### config.mk
export PLATFORM = sky130hd
export DESIGN_NAME = nrisc_dmem_ctrl
export DESIGN_NICKNAME = d
export VERILOG_FILES = /design/src/rtl/nrisc_dmem_ctrl_pkg.sv /design/src/rtl/nrisc_dmem_ram.sv /design/src/rtl/nrisc_dmem_ctrl.sv
export SDC_FILE = /design/constraint.sdc
export NUM_CORES = 2
export LEC_CHECK = 0
export ABC_CLOCK_PERIOD_IN_PS = 14300
export CORE_MARGIN = 5
export CORE_UTILIZATION = 30
export CTS_CLUSTER_DIAMETER = 150
export CTS_CLUSTER_SIZE = 20
export DETAILED_ROUTE_END_ITERATION = 10
export REMOVE_ABC_BUFFERS = 1
export SYNTH_ARGS = -nofsm -noshare
export SYNTH_HDL_FRONTEND = slang
export SYNTH_HIERARCHICAL = 1
export SYNTH_SLANG_ARGS = --single-unit
### constraint.sdc
create_clock -name clk -period 14.3 [get_ports clk]
set_input_delay 2.86 -clock clk [delete_from_list [all_inputs] [get_ports clk]]
set_output_delay 2.86 -clock clk [all_outputs]
set_load 0.01 [all_outputs]
### src/rtl/nrisc_dmem_ctrl_pkg.sv
// -----------------------------------------------------------------------------
// nrisc_dmem_ctrl_pkg
// Shared constants for the NRISC-Aurora data-memory controller:
//   - access-control field encodings (size/lane in core_ctrl[1:0], zero-extend
//     flag at bit DMEM_ZEXT)
//   - controller state encodings
//   - default parameter values (data width, local RAM depth, ack timeout)
// -----------------------------------------------------------------------------
package nrisc_dmem_ctrl_pkg;

   localparam int DMEM_TAM_DEF        = 16;
   localparam int DMEM_N_DDATA_DEF    = 8;
   localparam int DMEM_WB_TIMEOUT_DEF = 255;

   // core_ctrl[1:0]: 2'b11 is reserved and behaves as a full-word access
   localparam logic [1:0] DMEM_SZ_WORD = 2'b00;
   localparam logic [1:0] DMEM_SZ_B0   = 2'b01;
   localparam logic [1:0] DMEM_SZ_B1   = 2'b10;
   localparam int         DMEM_ZEXT    = 2;

   typedef enum logic [1:0] {
      DMEM_IDLE  = 2'd0,
      DMEM_LOCAL = 2'd1,
      DMEM_WB    = 2'd2,
      DMEM_RESP  = 2'd3
   } dmem_state_e;

endpackage

### src/rtl/nrisc_dmem_ram.sv
// -----------------------------------------------------------------------------
// nrisc_dmem_ram
// Single-port synchronous RAM with per-byte write enables and registered read
// data. A read returns the word as it was before any write in the same cycle.
// Ports:
//   clk    in   clock
//   en     in   access enable (read and/or write this cycle)
//   we     in   write enable, qualified per byte by be
//   be     in   TAM/8 byte enables
//   addr   in   N_DDATA word index
//   wdata  in   TAM write data (lane i taken from bits [8i+7:8i])
//   rdata  out  TAM registered read data, updated on enabled cycles only
// -----------------------------------------------------------------------------
module nrisc_dmem_ram
   import nrisc_dmem_ctrl_pkg::*;
#(
   parameter int TAM     = DMEM_TAM_DEF,
   parameter int N_DDATA = DMEM_N_DDATA_DEF
) (
   input  logic                 clk,
   input  logic                 en,
   input  logic                 we,
   input  logic [TAM/8-1:0]     be,
   input  logic [N_DDATA-1:0]   addr,
   input  logic [TAM-1:0]       wdata,
   output logic [TAM-1:0]       rdata
);

   logic [TAM-1:0] mem [2**N_DDATA];

   always_ff @(posedge clk) begin
      if (en) begin
         for (int i = 0; i < TAM/8; i++) begin
            if (we && be[i]) begin
               mem[addr][8*i +: 8] <= wdata[8*i +: 8];
            end
         end
         rdata <= mem[addr];
      end
   end

endmodule

### src/rtl/nrisc_dmem_ctrl.sv
// -----------------------------------------------------------------------------
// nrisc_dmem_ctrl
// Data-memory controller between the core load/store stage and the data space.
// Lower half of the address space (core_addr[TAM-1]=0) is a local byte-enable
// RAM that aliases on the unused address bits; the upper half is reached
// through a Wishbone classic master. Byte/word access with sign or zero
// extension is selected by core_ctrl.
// Optional feature: define NRISC_DMEM_WB_TIMEOUT_EN to abort a Wishbone cycle
// with core_err=1 after WB_TIMEOUT cycles without ack/err.
// Ports:
//   clk, rst                 clock, synchronous active-high reset
//   core_req/we/addr/wdata   request (sampled in IDLE only, held until ready)
//   core_ctrl                [1:0] size/lane, [2] zero-extend
//   core_rdata               load result, registered, valid with core_ready
//   core_ready               one-cycle completion pulse
//   core_err                 bus error/timeout, qualified by core_ready
//   wb_cyc_o/stb_o/we_o      Wishbone master strobes
//   wb_adr_o                 word address core_addr[TAM-2:0]
//   wb_dat_o, wb_sel_o       write data and byte selects
//   wb_dat_i, wb_ack_i, wb_err_i   slave read data and termination
// -----------------------------------------------------------------------------
module nrisc_dmem_ctrl
   import nrisc_dmem_ctrl_pkg::*;
#(
   parameter int TAM        = DMEM_TAM_DEF,
   parameter int N_DDATA    = DMEM_N_DDATA_DEF,
   parameter int WB_TIMEOUT = DMEM_WB_TIMEOUT_DEF
) (
   input  logic               clk,
   input  logic               rst,
   input  logic               core_req,
   input  logic               core_we,
   input  logic [TAM-1:0]     core_addr,
   input  logic [TAM-1:0]     core_wdata,
   input  logic [2:0]         core_ctrl,
   output logic [TAM-1:0]     core_rdata,
   output logic               core_ready,
   output logic               core_err,
   output logic               wb_cyc_o,
   output logic               wb_stb_o,
   output logic               wb_we_o,
   output logic [TAM-2:0]     wb_adr_o,
   output logic [TAM-1:0]     wb_dat_o,
   output logic [TAM/8-1:0]   wb_sel_o,
   input  logic [TAM-1:0]     wb_dat_i,
   input  logic               wb_ack_i,
   input  logic               wb_err_i
);

   localparam int NB = TAM / 8;

   if ((TAM % 8) != 0 || TAM < 16 || N_DDATA < 1 || N_DDATA > TAM - 1 || WB_TIMEOUT < 1)
   begin : g_param_check
      $error("nrisc_dmem_ctrl: illegal TAM/N_DDATA/WB_TIMEOUT combination");
   end

   // Right-align the selected byte and extend it; full-word accesses pass through.
   function automatic logic [TAM-1:0] load_ext(input logic [TAM-1:0] data,
                                               input logic [2:0]     ctrl);
      logic signed [7:0] b;
      logic [TAM-1:0]    res;
      b = (ctrl[1:0] == DMEM_SZ_B1) ? data[15:8] : data[7:0];
      case (ctrl[1:0])
         DMEM_SZ_B0, DMEM_SZ_B1: res = ctrl[DMEM_ZEXT] ? {{(TAM-8){1'b0}}, b} : TAM'(b);
         default:                res = data;
      endcase
      return res;
   endfunction

   function automatic logic [NB-1:0] sel_of(input logic [1:0] sz);
      logic [NB-1:0] s;
      case (sz)
         DMEM_SZ_WORD: s = '1;
         DMEM_SZ_B0:   s = NB'(1);
         DMEM_SZ_B1:   s = NB'(2);
         default:      s = '1;
      endcase
      return s;
   endfunction

   // Byte stores replicate the byte on every lane; the selects pick the lane.
   function automatic logic [TAM-1:0] store_data(input logic [TAM-1:0] wdata,
                                                 input logic [1:0]     sz);
      logic [TAM-1:0] d;
      if (sz == DMEM_SZ_B0 || sz == DMEM_SZ_B1) begin
         d = {NB{wdata[7:0]}};
      end else begin
         d = wdata;
      end
      return d;
   endfunction

   dmem_state_e     state;
   logic            we_p0;
   logic [2:0]      ctrl_p0;
   logic [TAM-1:0]  wb_rdata_p1;
   logic            wb_err_p1;

   logic            ram_en;
   logic [NB-1:0]   ram_be;
   logic [TAM-1:0]  ram_rdata;

`ifdef NRISC_DMEM_WB_TIMEOUT_EN
   localparam int CNT_W = $clog2(WB_TIMEOUT + 1);
   logic [CNT_W-1:0] tmo_cnt_p1;
`endif

   // ---- stage p0: request acceptance; the RAM is accessed on the accept edge
   assign ram_en = (state == DMEM_IDLE) && core_req && !rst && !core_addr[TAM-1];
   assign ram_be = core_we ? sel_of(core_ctrl[1:0]) : '0;

   nrisc_dmem_ram #(
      .TAM     (TAM),
      .N_DDATA (N_DDATA)
   ) u_ram (
      .clk   (clk),
      .en    (ram_en),
      .we    (core_we),
      .be    (ram_be),
      .addr  (core_addr[N_DDATA-1:0]),
      .wdata (store_data(core_wdata, core_ctrl[1:0])),
      .rdata (ram_rdata)
   );

   always_ff @(posedge clk) begin
      if (rst) begin
         state      <= DMEM_IDLE;
         core_ready <= 1'b0;
         core_err   <= 1'b0;
         core_rdata <= '0;
         wb_cyc_o   <= 1'b0;
         wb_stb_o   <= 1'b0;
         wb_we_o    <= 1'b0;
         wb_adr_o   <= '0;
         wb_dat_o   <= '0;
         wb_sel_o   <= '0;
      end else begin
         core_ready <= 1'b0;
         case (state)
            DMEM_IDLE: begin
               if (core_req) begin
                  we_p0   <= core_we;
                  ctrl_p0 <= core_ctrl;
                  if (core_addr[TAM-1]) begin
                     state    <= DMEM_WB;
                     wb_cyc_o <= 1'b1;
                     wb_stb_o <= 1'b1;
                     wb_we_o  <= core_we;
                     wb_adr_o <= core_addr[TAM-2:0];
                     wb_dat_o <= store_data(core_wdata, core_ctrl[1:0]);
                     wb_sel_o <= sel_of(core_ctrl[1:0]);
`ifdef NRISC_DMEM_WB_TIMEOUT_EN
                     tmo_cnt_p1 <= '0;
`endif
                  end else begin
                     state <= DMEM_LOCAL;
                  end
               end
            end

            // ---- stage p1: local RAM read data available, respond
            DMEM_LOCAL: begin
               core_ready <= 1'b1;
               core_err   <= 1'b0;
               core_rdata <= we_p0 ? '0 : load_ext(ram_rdata, ctrl_p0);
               state      <= DMEM_IDLE;
            end

            // ---- stage p1: Wishbone cycle open until the slave terminates
            DMEM_WB: begin
               if (wb_ack_i || wb_err_i) begin
                  wb_rdata_p1 <= wb_dat_i;
                  wb_err_p1   <= wb_err_i;
                  wb_cyc_o    <= 1'b0;
                  wb_stb_o    <= 1'b0;
                  wb_we_o     <= 1'b0;
                  state       <= DMEM_RESP;
               end
`ifdef NRISC_DMEM_WB_TIMEOUT_EN
               // A zeroed capture register makes the response data 0 for any ctrl.
               else if (tmo_cnt_p1 == CNT_W'(WB_TIMEOUT)) begin
                  wb_rdata_p1 <= '0;
                  wb_err_p1   <= 1'b1;
                  wb_cyc_o    <= 1'b0;
                  wb_stb_o    <= 1'b0;
                  wb_we_o     <= 1'b0;
                  state       <= DMEM_RESP;
               end else begin
                  tmo_cnt_p1 <= tmo_cnt_p1 + CNT_W'(1);
               end
`endif
            end

            // ---- stage p2: Wishbone response to the core
            DMEM_RESP: begin
               core_ready <= 1'b1;
               core_err   <= wb_err_p1;
               core_rdata <= we_p0 ? '0 : load_ext(wb_rdata_p1, ctrl_p0);
               state      <= DMEM_IDLE;
            end

            default: state <= DMEM_IDLE;
         endcase
      end
   end

endmodule

== Word-level counts from Yosys, hierarchy flattened ==
Memories as Yosys holds them, arrays and structs flattened. A register that Yosys moved wholly into a read port is not among the register bits.
Index checks and enable logic that the tools add are counted.
Storage, ports and cells
  RAM bits: 4096
  output and inout port bits: 54
  bits of input ports: 57
  word-level logic and storage cells: 75
  flip-flop bits (word level): 76
  memories kept: 1
Cells by class
  reductions and logical operators: 19
  bitwise logic cells: 1
  equal/unequal tests: 10
  multiplexer cells: 31
Memory list
  u_ram.mem: depth 256, bits a word 16, read ports 1, clocked after Yosys merged registers in 1, write ports 1, RTL line nrisc_dmem_ram.sv:29  | logic [TAM-1:0] mem [2**N_DDATA];
Operators with widths (count)
  two-way mux 16 bit: 7
  one-hot mux 16 bit (2 select lines): 1
  two-way mux 8 bit: 2
  two-way mux 1 bit: 12
  AND reduction 3 bit: 3
  equality test 2 bit, second input constant: 4
  two-way mux 2 bit: 4
  equality test 2 x 1 -> 1 bit, second input constant: 3
  != test 2 bit, second input constant: 3
  one-hot mux 1 bit (2 select lines): 3
  one-hot mux 2 bit (3 select lines): 1
  logical AND 1 bit: 5
  one-hot mux 2 bit (2 select lines): 1
  AND reduction 4 bit: 1
  nonzero test 2 bit: 2
  OR reduction 2 bit: 2
  logical NOT 1 bit: 2
  logical NOT 2 bit: 1
  logical OR 1 bit: 2
  AND reduction 2 bit: 1
  inverter 1 bit: 1

== Depth between registers and ports, before layout ==
  word-level depth: 7
  mapped depth: 10
  depth with buffers taken out: 6

== Cells and area by module ==
Netlist, hierarchy kept.
Modules (own cells, without submodules)
  nrisc_dmem_ram: instances 1, sequential area each 123478.4 um2, area each 156830.4 um2, cells an instance 7036
  nrisc_dmem_ctrl: instances 1, sequential area each 1731.7 um2, area each 3020.4 um2, cells an instance 293

== Worst setup path before layout ==
Ideal clock, no wire load.
  kind: input to register
  start point: in rst
  end point: mem u_ram/mem[177][10] (netlist bit) (enable)
  buffers on the path: 5
  path slack: 7.794 ns
  setup time: 0.370 ns
  data required time: 13.930 ns
  stages: 9
  arrival: 6.136 ns
  cells stage by stage: buf_2 buf_1 nor3_1 and3_1 buf_1 clkbuf_1 nand3_1 clkbuf_1 nor2_1
On the way
  cells in the longest elaborated chain, start to end: 5
RTL lines
  start, declared: RTL line nrisc_dmem_ctrl.sv:30  | input logic rst,
  logical NOT 1 bit: RTL line nrisc_dmem_ctrl.sv:109  | assign ram_en = (state == DMEM_IDLE) && core_req && !rst && !core_addr[TAM-1];
  logical AND 1 bit (2 in series): RTL line nrisc_dmem_ctrl.sv:109
  named net ram_en: RTL line nrisc_dmem_ctrl.sv:99  | logic ram_en;
  two-way mux 1 bit: RTL line nrisc_dmem_ram.sv:32  | if (en) begin
  two-way mux 1 bit (implied by the code): RTL line nrisc_dmem_ram.sv:35  | mem[addr][8*i +: 8] <= wdata[8*i +: 8];
  end, declared: RTL line nrisc_dmem_ram.sv:29
The timed path passes the listed nets, and every way through them passes these cells.

== Worst setup path after layout ==
  start point: in core_addr[2]
  end point: mem u_ram/mem[76][0] (netlist bit) (enable)
RTL lines
  start, declared: RTL line nrisc_dmem_ctrl.sv:33  | input logic [TAM-1:0] core_addr,
No word-level cell before the write port.

==> results by group <==
Critical path
  – Critical Path Most Common Cell: buf_4
  – CP Cell Sequence: clkdlybuf4s50_1 -> and2_4 -> buf_4 -> buf_4 -> nand2_2 -> nor2_1
  – Critical Path Slowest Stage Cell: nor2_1
  – Critical path required time: approximately 15 ns
  – CP Max Fanout: 45
  – Crit path DAT: around 7.5 ns
  – Family with the most delay on the worst path: simple AND/OR/NAND/NOR gates
  – Crit. End Element: flop
  – Worst Path Class, Setup: input port to flop
  – CP Buf/Inv Count: 3
  – Largest stage delay on the critical path: 1.04 ns
  – CP Launch Type: input port

Placement
  – Placed Area: about 170000 um^2
  – Worst slack, placed: between 6 and 7 ns
  – RD Place Congestion: ~0.8
  – Port Buffers: 110
  – Hpwl dp: approximately 240000 um

GRT
  – First-pass GRT wire length: a little under 600000 um
  – Met1 global-route usage: 20.0%
  – Largest net degree at the start of global routing: 128
  – Initial antenna violation count: 19
  – GR peak layer: met2
  – GRT met2 Usage: approximately a quarter
  – Grt met3 use: approximately 2.7%
  – Vias in the first global route: 77019
  – GRT Resource Usage Total: between 10% and 20%
  – Grt ovf: 0

Timing
  – Post-layout min period: slightly below 7 ns
  – Worst Tran Pin Value: roughly 1.3 ns
  – Fin. Hold Viols: 0
  – Highest clock rate: roughly 140 MHz
  – Final clock skew: between 0.07 and 0.08 ns
  – RSZ-0062 raised after global routing: no
  – Slew Viols, Final: 0
  – Hold slack: roughly 0.46 ns
  – Slew headroom: between 9 and 10%
  – TNS Setup: 0 ns
  – Post-route clock period utilization: 48.4%
  – Final setup fails: 0
  – Worst setup margin: 7.38 ns

Synth
  – Count of unique library cells instantiated by Yosys: 38
  – Post-synth top area share: between 70% and 80%
  – Area leader, netlist: edfxtp_1
  – Mapped Area: around 160000 um^2
  – Number of synthesis warnings: 6
  – Sequential fraction of the synthesis area: 78.3%
  – Post-synth top flop: edfxtp_1
  – Async set-or-reset flop fraction in the synthesized netlist: 0%
  – Avg Cell Area, Syn: roughly 22 um^2
  – Most frequent cell after synthesis: edfxtp_1
  – Number of synthesized flops with an enable pin: roughly 4100
  – Yosys reg bits: roughly 4200
  – Leading cell types by count after synthesis: edfxtp_1, mux4_2, nor2_1, a22oi_1, a21oi_1
  – Post-Syn Instances: about 7300
  – Dominant cells by area after synthesis: edfxtp_1, mux4_2, a22oi_1, nor2_1, a21oi_1

Die
  – Starting Density: between 30% and 40%
  – Num ports: between 100 and 150
  – Die height: around 740 um
  – DIE AREA: approximately 550000 um^2
  – Core area: approximately 530000 um^2
  – Die width: between 700 and 800 um
  – Num rows: approximately 270

Clock network
  – Clock sink count: between 4000 and 5000
  – CTS H-tree depth: 4
  – Max Root-Sink Buffers: 4
  – Clock-pin slew on the worst setup and hold paths: around 0.090 ns
  – Quantity of hold-fixing buffers added after cts: 0
  – Total CTS buffers: roughly 240
  – PostCTS Resize Cnt: 0
  – CTS tree: built
  – CTS root buf: clkbuf_16
  – Clk_lat worst skew: ~0.96 ns
  – # Post-CTS Setup Buffers: 0

Power
  – Lkg Pwr: 50.9 nW
  – Power Dens Cells: around 120 nW/um^2
  – Power share of the combinational group: 5.7%
  – NetSw: ~4.6 mW
  – Int Pwr: roughly 17 mW
  – Worst vdd ir: 0.0000960 V
  – Switching Fraction: about a fifth
  – Part of the power in registers: a little over three fifths
  – Clock Power Share: between 30 and 40%

Route
  – Routed vias/inst: between 5 and 6
  – First DRT Iteration DRCs: between 9000 and 10000
  – Total wire length: between 400000 and 500000 um
  – Routed len/inst: 28.1 um
  – Residual DRC: 0
  – First-pass detailed-route iteration total: 6
  – Post-route ant nets: 0
  – Vias: around 76000

Outcome
  – Status: finished clean

Cells and area
  – Area Growth Syn to Fin: 10.0%
  – Util after Layout: between 30% and 40%
  – Layout fillers: around 49000
  – Total Nets Final: 7427
  – Design Area, Final: about 180000 um^2
  – Share of cells above drive strength 1: between 20% and 30%

Run
  – Max_cap viols: 0

Worst hold path
  – Worst hold path class: flop to flop
==> placed cells by master, fill, tap and decap left out, types with 10 or more instances in the layout <==
cell type        instances
a22oi_1                512
nand2_2                 12
o41ai_1                 30
nor2_1                 519
buf_12                  15
nand3_1                 18
clkbuf_16              238
clkdlybuf4s50_1         97
mux4_2                1024
buf_4                  150
mux2i_1                 13
edfxtp_1              4133
o41ai_2                 34
nand2_1                 94
clkbuf_1                48
nand4_1                 24
nand3_2                 10
a21oi_1                291
dfxtp_1                 55
o221ai_1                16
==> registers in the layout (all words and copies together), names as in the netlist <==
register,flops
core_err,1
core_rdata,16
core_ready,1
ctrl_p0,3
state,2
u_ram/mem,4096
u_ram/rdata,16
wb_adr_o,15
wb_dat_o,16
wb_err_p1,1
wb_rdata_p1,16
wb_sel_o,2
wb_stb_o,1
wb_we_o,1
we_p0,1
==> through the flow <==
step	cells	power [mW]
detailed placement	14149	15.1
floorplan	6853	14.4
global placement	14143	15.1
CTS	14442	21.7
finish	14448	21.6
global route	14443	22.3
==> path summary, 6_finish.rpt <==
check                                  from                     endpoint  slack, ns  cells after the start
setup reg to reg      state[0]$_SDFFE_PP0P_  u_ram/mem[115][5]$_DFFE_PP_       9.52                      8
hold / removal    wb_dat_o[12]$_SDFFE_PP0P_    wb_dat_o[12]$_SDFFE_PP0P_       0.46                      2
setup / recovery               core_addr[2]   u_ram/mem[76][0]$_DFFE_PP_       7.38                      6
hold reg to reg   wb_dat_o[12]$_SDFFE_PP0P_    wb_dat_o[12]$_SDFFE_PP0P_       0.46                      2
==> worst reg2reg max path: stages, from the launching register on <==
cell	delay [ns]
dfxtp_1	0.48
nor2_1	0.16
nand2_1	0.09
nor3_2	0.11
buf_4	0.50
and3_1	0.27
buf_4	0.46
nand4_1	1.10
nor2_1	1.19
==> area by class of cell <==
| type | instances | area [um^2] | share of cell area [%] |
|---|---|---|---|
| sequential | 4188 | 125000 | 71.2 |
| multi-input combinational | 2662 | 33000 | 18.8 |
| antenna | 6 | 15.0 | 0.00854 |
| clock buffer | 286 | 6140 | 3.49 |
| tap | 7020 | 8780 | 5.00 |
| inverter | 3 | 11.3 | 0.00640 |
| timing repair buffer | 276 | 2580 | 1.47 |
| clock inverter | 7 | 101 | 0.0576 |
==> per-layer routing <==
metal | up-vias | routed length (um)
met5 | - | 27
met4 | 4 | 10800
met3 | 540 | 36400
met2 | 3421 | 196000
met1 | 41469 | 163000
li1 | 30753 | -
==> cell families after synthesis <==
group / synth area share, %
DFF: 78.3
muxes: 14.6
AOI/OAI and AO/OA: 3.79
and+or+nand+nor: 1.81
buffers and inverters: 1.44
adders and majority gates: 0.0313
==> power groups by stage <==
stage	sequential [mW]	combinational [mW]	clock [mW]
after floorplan	13.9	0.558	0
after global placement	13.9	1.22	0
after detailed placement	13.9	1.25	0
after CTS	13.6	1.25	6.90
after global routing	13.6	1.30	7.39
final	13.6	1.23	6.76
No activity file was read; power rests on OpenSTA's default activity.
